--- src/rtl/sync_fifo_32x8.sv ---
// 32x8 single-clock FIFO with occupancy count and active-low full/empty flags.
// Define FIFO_DEBUG_PORTS_EN to expose the FSM state and both pointers.
module sync_fifo_32x8 #(
    parameter int DATA_WIDTH = 8,
    parameter int ADDR_WIDTH = 5
) (
    input  logic                  CLOCK,
    input  logic                  RESET_N,
    input  logic                  CLEAR_N,
    input  logic                  WRITE,
    input  logic                  READ,
    input  logic [DATA_WIDTH-1:0] DATA_IN,
    output logic [DATA_WIDTH-1:0] DATA_OUT,
    output logic                  F_FULL_N,
    output logic                  F_EMPTY_N,
    output logic [ADDR_WIDTH-1:0] USE_DW
`ifdef FIFO_DEBUG_PORTS_EN
    ,
    output logic [1:0]            state,
    output logic [ADDR_WIDTH-1:0] countw,
    output logic [ADDR_WIDTH-1:0] countr
`endif
);

    // state     | meaning
    // ST_EMPTY  | no words stored (encoding 11 also behaves as empty)
    // ST_NORMAL | 1..30 words stored
    // ST_FULL   | 31 words stored; one RAM slot always left free
    typedef enum logic [1:0] {
        ST_EMPTY  = 2'b00,
        ST_NORMAL = 2'b01,
        ST_FULL   = 2'b10
    } state_t;

    localparam logic [ADDR_WIDTH-1:0] LVL_ONE       = ADDR_WIDTH'(1);
    localparam logic [ADDR_WIDTH-1:0] LVL_NEAR_FULL = ADDR_WIDTH'((2 ** ADDR_WIDTH) - 2);

    state_t                  state_q, state_d;
    logic [ADDR_WIDTH-1:0]   countw_q, countw_d;
    logic [ADDR_WIDTH-1:0]   countr_q, countr_d;
    logic [ADDR_WIDTH-1:0]   used_q, used_d;
    logic [DATA_WIDTH-1:0]   dout_q, dout_d;
    logic [DATA_WIDTH-1:0]   mem_q [0:(2**ADDR_WIDTH)-1];

    logic is_full, is_empty, wr_acc, rd_acc, wr_en;

    assign is_full  = (state_q == ST_FULL);
    assign is_empty = !((state_q == ST_NORMAL) || is_full);
    // A write into a full FIFO is fine when a read frees a slot on the same edge.
    assign wr_acc   = WRITE && (!is_full || READ);
    assign rd_acc   = READ && !is_empty;

    always_comb begin
        state_d  = state_q;
        countw_d = countw_q;
        countr_d = countr_q;
        used_d   = used_q;
        dout_d   = dout_q;
        wr_en    = 1'b0;
        if (!CLEAR_N) begin
            state_d  = ST_EMPTY;
            countw_d = '0;
            countr_d = '0;
            used_d   = '0;
        end else begin
            if (wr_acc) begin
                wr_en    = 1'b1;
                countw_d = countw_q + 1'b1;
            end
            if (rd_acc) begin
                dout_d   = mem_q[countr_q];
                countr_d = countr_q + 1'b1;
            end
            if (wr_acc && !rd_acc) begin
                used_d = used_q + 1'b1;
            end else if (rd_acc && !wr_acc) begin
                used_d = used_q - 1'b1;
            end
            case (state_q)
                ST_EMPTY: begin
                    if (wr_acc) state_d = ST_NORMAL;
                end
                ST_NORMAL: begin
                    if (wr_acc && !rd_acc && (used_q == LVL_NEAR_FULL)) begin
                        state_d = ST_FULL;
                    end else if (rd_acc && !wr_acc && (used_q == LVL_ONE)) begin
                        state_d = ST_EMPTY;
                    end
                end
                ST_FULL: begin
                    if (rd_acc && !wr_acc) state_d = ST_NORMAL;
                end
                default: state_d = ST_EMPTY;
            endcase
        end
    end

    always_ff @(posedge CLOCK) begin
        if (!RESET_N) begin
            state_q  <= ST_EMPTY;
            countw_q <= '0;
            countr_q <= '0;
            used_q   <= '0;
            dout_q   <= '0;
        end else begin
            state_q  <= state_d;
            countw_q <= countw_d;
            countr_q <= countr_d;
            used_q   <= used_d;
            dout_q   <= dout_d;
        end
    end

    // RAM is not reset; a same-edge read of the written slot sees the old word.
    always_ff @(posedge CLOCK) begin
        if (RESET_N && wr_en) begin
            mem_q[countw_q] <= DATA_IN;
        end
    end

    assign DATA_OUT  = dout_q;
    assign USE_DW    = used_q;
    assign F_FULL_N  = !is_full;
    assign F_EMPTY_N = !is_empty;

`ifdef FIFO_DEBUG_PORTS_EN
    assign state  = state_q;
    assign countw = countw_q;
    assign countr = countr_q;
`endif

endmodule

--- config.mk ---
export PLATFORM = sky130hd
export DESIGN_NAME = sync_fifo_32x8
export DESIGN_NICKNAME = d
export VERILOG_FILES = /design/src/rtl/sync_fifo_32x8.sv
export SDC_FILE = /design/constraint.sdc
export NUM_CORES = 1
export LEC_CHECK = 0
export BUFFER_PORTS_ARGS = -buffer_cell sky130_fd_sc_hd__buf_4
export CORE_MARGIN = 4
export CORE_UTILIZATION = 30
export DETAILED_ROUTE_END_ITERATION = 7
export PLACE_DENSITY = 0.49
export SYNTH_ARGS = -nofsm -noshare
export SYNTH_HDL_FRONTEND = slang
export SYNTH_SLANG_ARGS = --single-unit
--- constraint.sdc ---
create_clock -name CLOCK -period 2.9 [get_ports CLOCK]
set_input_delay 0.145 -clock CLOCK [delete_from_list [all_inputs] [get_ports CLOCK]]
set_output_delay 0.145 -clock CLOCK [all_outputs]
set_load 0.01 [all_outputs]
==> Word level (Yosys, flattened, before mapping) <==
Memory sizes are Yosys's and may differ from the RTL's. A register that Yosys moved wholly into a read port is not among the register bits.
Index checks and enable logic that the tools add are counted.
{ "word_totals": {"rom_bits": 0, "elab_cells": 45, "register_bits": 17, "mem_count": 1, "latchBits": 0, "in_bits": 13, "mem_bits_rw": 256, "output_inout_bits": 15} }
{ "mem_list": {"columns": ["name", "words", "width", "rd", "rd_clocked_by_memory_dff", "wr", "line_no", "text"], "rows": [
  ["mem_q", 32, 8, 1, 1, 1, "43", "logic [DATA_WIDTH-1:0] mem_q [0:(2**ADDR_WIDTH)-1];"]
]} }
{ "op_classes": {"n_mux": 11, "eq_ne": 7, "n_div": 0, "shifts": 0, "n_lt_le_gt_ge": 0, "n_reduce_logical": 18, "add_sub_neg": 4, "n_mul": 0, "bitwise": 0} }
{ "op_table": {"columns": ["operator", "n"], "rows": [
  ["$add 5x1->5 const B", 3],
  ["$mux 5", 2],
  ["$mux 2", 4],
  ["$logic_and 1x1->1", 7],
  ["$pmux 2 s3", 1],
  ["$eq 5x1->1 const B", 1],
  ["$eq 5x5->1 const B", 1],
  ["$sub 5x1->5 const B", 1],
  ["$logic_not 1->1", 4],
  ["$mux 1", 4],
  ["$reduce_and 2->1", 2],
  ["$ne 3x1->1 const B", 1],
  ["$reduce_and 3->1", 1],
  ["$eq 2x1->1 const B", 1],
  ["$eq 2x2->1 const B", 1],
  ["$logic_not 2->1", 1],
  ["$logic_or 1x1->1", 2],
  ["$ne 2x1->1 const B", 1],
  ["$ne 2x2->1 const B", 1],
  ["$reduce_bool 2->1", 1]
]} }

==> Logic depth before layout (Yosys ltp) <==
{ "depth": {"ltp_word": 10, "depth_mapped": 12, "mapped_depth_nobuf": 11} }

==> Worst setup path before layout <==
OpenSTA, ideal clock, no wires.
{ "synth_path": {"path_kind": "register to register", "start": "register state_q[0]", "end": "register used_q[4] (netlist: USE_DW[4])", "path_slack_ns": 0.469, "n_path_buf": 2, "path_stages_with_launch": 12, "period_less_slack_ns": 2.431, "t_required_ns": 2.776, "setup_ns": 0.124, "arrival_ns": 2.308, "path_cell_list": "dfxtp_1 -> inv_1 -> ha_1 -> inv_1 -> o21a_1 -> clkbuf_1 -> ha_1 -> clkbuf_1 -> or4b_2 -> a21oi_1 -> xnor2_1 -> nor2_1"} }
{ "synth_via": {"elab_chain_len": 7, "word_cells_on_any_way": 13, "cone_classes": "eq/ne (2); mux (1); reduce/logical (10)"} }
{ "synth_lines": {"columns": ["element", "line_no", "text"], "rows": [
  ["from (decl)", "38", "state_t state_q, state_d;"],
  ["from (signal assigned)", "106", "state_q <= state_d;"],
  ["$eq 2x2->1 *", "47", "assign is_full = (state_q == ST_FULL);"],
  ["$logic_not 1->1 *", null, null],
  ["net F_FULL_N", "14", "output logic F_FULL_N,"],
  ["$logic_or 1x1->1 *", "50", "assign wr_acc = WRITE && (!is_full || READ);"],
  ["$logic_and 1x1->1 *", "50", null],
  ["$logic_not 1->1", "76", "end else if (rd_acc && !wr_acc) begin"],
  ["$logic_and 1x1->1", "76", null],
  ["$reduce_bool 2->1 (no source line)", null, null],
  ["to (signal assigned)", "109", "used_q <= used_d;"],
  ["to (decl)", "41", "logic [ADDR_WIDTH-1:0] used_q, used_d;"]
]} }
The timed path passes the listed nets; every way through them passes the cells marked *.
A chain may end at the register's enable or synchronous reset.

==> Worst setup path after layout <==
{ "layout_path": {"start": "register state_q[0]", "end": "memory mem_q[26][0] (enable)"} }
{ "layout_via": {"elab_chain_len": 9} }
{ "layout_lines": {"columns": ["element", "line_no", "text"], "rows": [
  ["$eq 2x2->1", "47", null],
  ["$logic_not 1->1", "50", null],
  ["$logic_or 1x1->1", "50", null],
  ["$logic_and 1x1->1", "50", null],
  ["$mux 1", "66", "if (wr_acc) begin"],
  ["$mux 1", "60", "if (!CLEAR_N) begin"],
  ["$logic_and 1x1->1", "116", "if (RESET_N && wr_en) begin"],
  ["$mux 1", "116", null],
  ["$mux 1 (implied by the code)", "117", "mem_q[countw_q] <= DATA_IN;"],
  ["to (decl)", "43", null]
]} }
No other way between the ends.

==> metrics.csv <==
metric,value,unit
status,"complete, no violations",
Hold Buf Count CTS,0,
n_diodes,0,
CTS Sinks,281,
Total Power,8170,uW
Rel. slew slack,0.456,
Critical Path AT,2.78,ns
nets,706,
CP max FO,10,
area growth from synthesis to layout,17.8,%
Flop pwr share,0.544,
Final Hold Viols,0,
Rows,70,
Int Power,6550,uW
gate count after technology mapping,600,
Sw Pwr,1620,uW
Tmin final,2.61,ns
total length of routed wires,26000,um
Worst IR Drop VDD,0.390,mV
sequential area share after synthesis,0.736,
CTS root buf,clkbuf_16,
share of flip-flops with an asynchronous set or reset,0,
Final setup viols,0,
htree depth,1,
worst slew pin tran,0.815,ns
Chip Height,201,um
Worst-Skew Late Latency,0.54,ns
power per cell area,623,nW/um2
Num CTS Buffers,29,
top-area cell type share of the netlist area,0.691,
CP Launch Point,state_q[0],
post-cts sizing count,0,
syn avg cell area,18.5,um2
Synth area leader,edfxtp_1,
hold_sp,READ,
Die X,201,um
Starting DRT DRC Count,409,
Commonest cells post-synth,"256 x edfxtp_1, 53 x nor2_1, 46 x mux4_2",
Pins Over Slew Limit,0,
RSZ-0062 raised after global routing,no,
Initial Util,0.304,
deepest clock path buffer count,3,
via count,5704,
Unique masters post-synth,40,
grt ovf,0,
Post-DP HPWL,16700,um
skew final,0.0155,ns
initial antenna violation count,0,
Post-synth EDFFs,256,
TritonCTS clock tree,yes,
Max-Cap Viols,0,
vias in the first global route,5894,
Peak Freq,0.383,GHz
Clock Power Share,0.430,
I/O pin cnt,28,
r2r startpoint,state_q[0],
clock-pin slew on the worst setup and hold paths,0.06,ns
die area,40200,um2
critical setup path kind,flop to flop,
WL/cell,22.3,um
number of vias per cell,4.89,
fin crit share,0.901,
Ys Warns,0,
largest net degree at the start of global routing,35,
Worst setup EP type,flop,
setup tns final,0,ns
most frequent cell after synthesis,edfxtp_1,
CP required,3.07,ns
Synth area leaders,"edfxtp_1 69%, mux4_2 9.3%, dfxtp_1 4.5%",
first-pass GRT wire length,39200,um
layout cell share with drive strength beyond 1,0.246,
Port-buffer cells,27,
GRT Total Usage,0.127,
total iterations of the first detailed-routing run,5,
gp weighted congestion,0.757,
Mapped Area,11100,um2
core area,36600,um2
Post-CTS Setup Bufs,0,
leakage power,0.00413,uW
CP startpoint kind,flop,
HP Class,input pin to flop,
most common flop cell mapped by yosys,edfxtp_1,
"flops & latches, synth",281,
syn nets,628,
combinational share of power,0.027,
# DRC,0,
Antenna Nets Post-Route,0,
Net Sw Frac,0.198,
-- placed cells by master (no fill, tap or decap), types with 4 or more instances in the layout --
master and count:
a2111oi_2 6, a21oi_1 22, a22o_1 14, a22oi_1 7, buf_12 6, buf_4 69
clkbuf_1 4, clkbuf_16 29, clkinv_1 8, clkinv_2 6, dfxtp_1 23, edfxtp_1 256
ha_1 15, inv_1 9, mux2i_1 39, mux4_2 46, nand2_1 15, nand3_1 6
nand4_1 8, nor2_1 53, nor2b_1 4, o221ai_1 9, o22ai_1 7, xnor2_1 4
xor2_1 8
-- cell families after synthesis --
| logic type | share of synthesized area |
|---|---|
| AND/OR/NAND/NOR | 0.0370 |
| flip-flops | 0.736 |
| AO/OA/AOI/OAI | 0.0511 |
| multiplexers | 0.133 |
| buffers and inverters | 0.0168 |
| adder cells (fa/ha/maj) | 0.0169 |
| XOR/XNOR | 0.00945 |
-- registers in the layout (all words and copies together), names as in the netlist --
name and count:
DATA_OUT 8, mem_q 256, state_q 2, countr_q 5, countw_q 5, USE_DW 5
-- metal layers --
metal / wire [um] / vias up / global-route usage / share of wire
li1: - / 2584 / - / -
met1: 11600 / 2962 / 0.179 / 0.45
met2: 12900 / 130 / 0.213 / 0.50
met3: 1130 / 28 / 0.0165 / 0.043
met4: 356 / 0 / 0.0263 / 0.014
met5: 0 / - / 0 / 0
-- power groups by stage --
stage	Combinational [uW]	Clock (uW)	Sequential, uW
after floorplan	97.5	0	4520
after global placement	218	0	4520
after detailed placement	226	0	4530
after CTS	226	3610	4440
after global routing	242	3780	4440
final	219	3510	4440
-- path summary, 6_finish.rpt --
kind	to	slack (ns)	depth (start not counted)
hold / removal	countr_q[1]	0.06	4
setup reg to reg	mem_q[26][0]	0.29	6
hold reg to reg	DATA_OUT[1]	0.53	1
setup / recovery	mem_q[26][0]	0.29	6
-- stage by stage --
stage | util | cells | setup slack [ns] | instance area, um2 | hold WS (ns)
final | 0.358 | 1167 | 0.286 | 13100 | 0.0571
after global routing | 0.358 | 1167 | 0.138 | 13100 | 0.0540
after CTS | 0.358 | 1167 | 0.269 | 13100 | 0.0455
after detailed placement | 0.333 | 1115 | 0.281 | 12200 | 0.529
after global placement | 0.333 | 1115 | 0.351 | 12200 | 0.529
after floorplan | - | 600 | 0.469 | 11100 | 0.244
-- final cells by class --
class / instances / area, um2
fill: 3371 / 23500
sequential: 281 / 8190
multi-input combinational: 281 / 2750
clock buffer: 35 / 768
timing repair buffer: 75 / 638
tap: 468 / 586
clock inverter: 17 / 131
inverter: 10 / 37.5
-- critical path: stages (launching register included) --
cell and delay, ns:
dfxtp_1 0.38, inv_1 0.09, ha_1 0.21, inv_1 0.09
o21a_1 0.35, nand2_1 0.43, nor2_1 0.69
No activity file was read; power rests on OpenSTA's default activity.
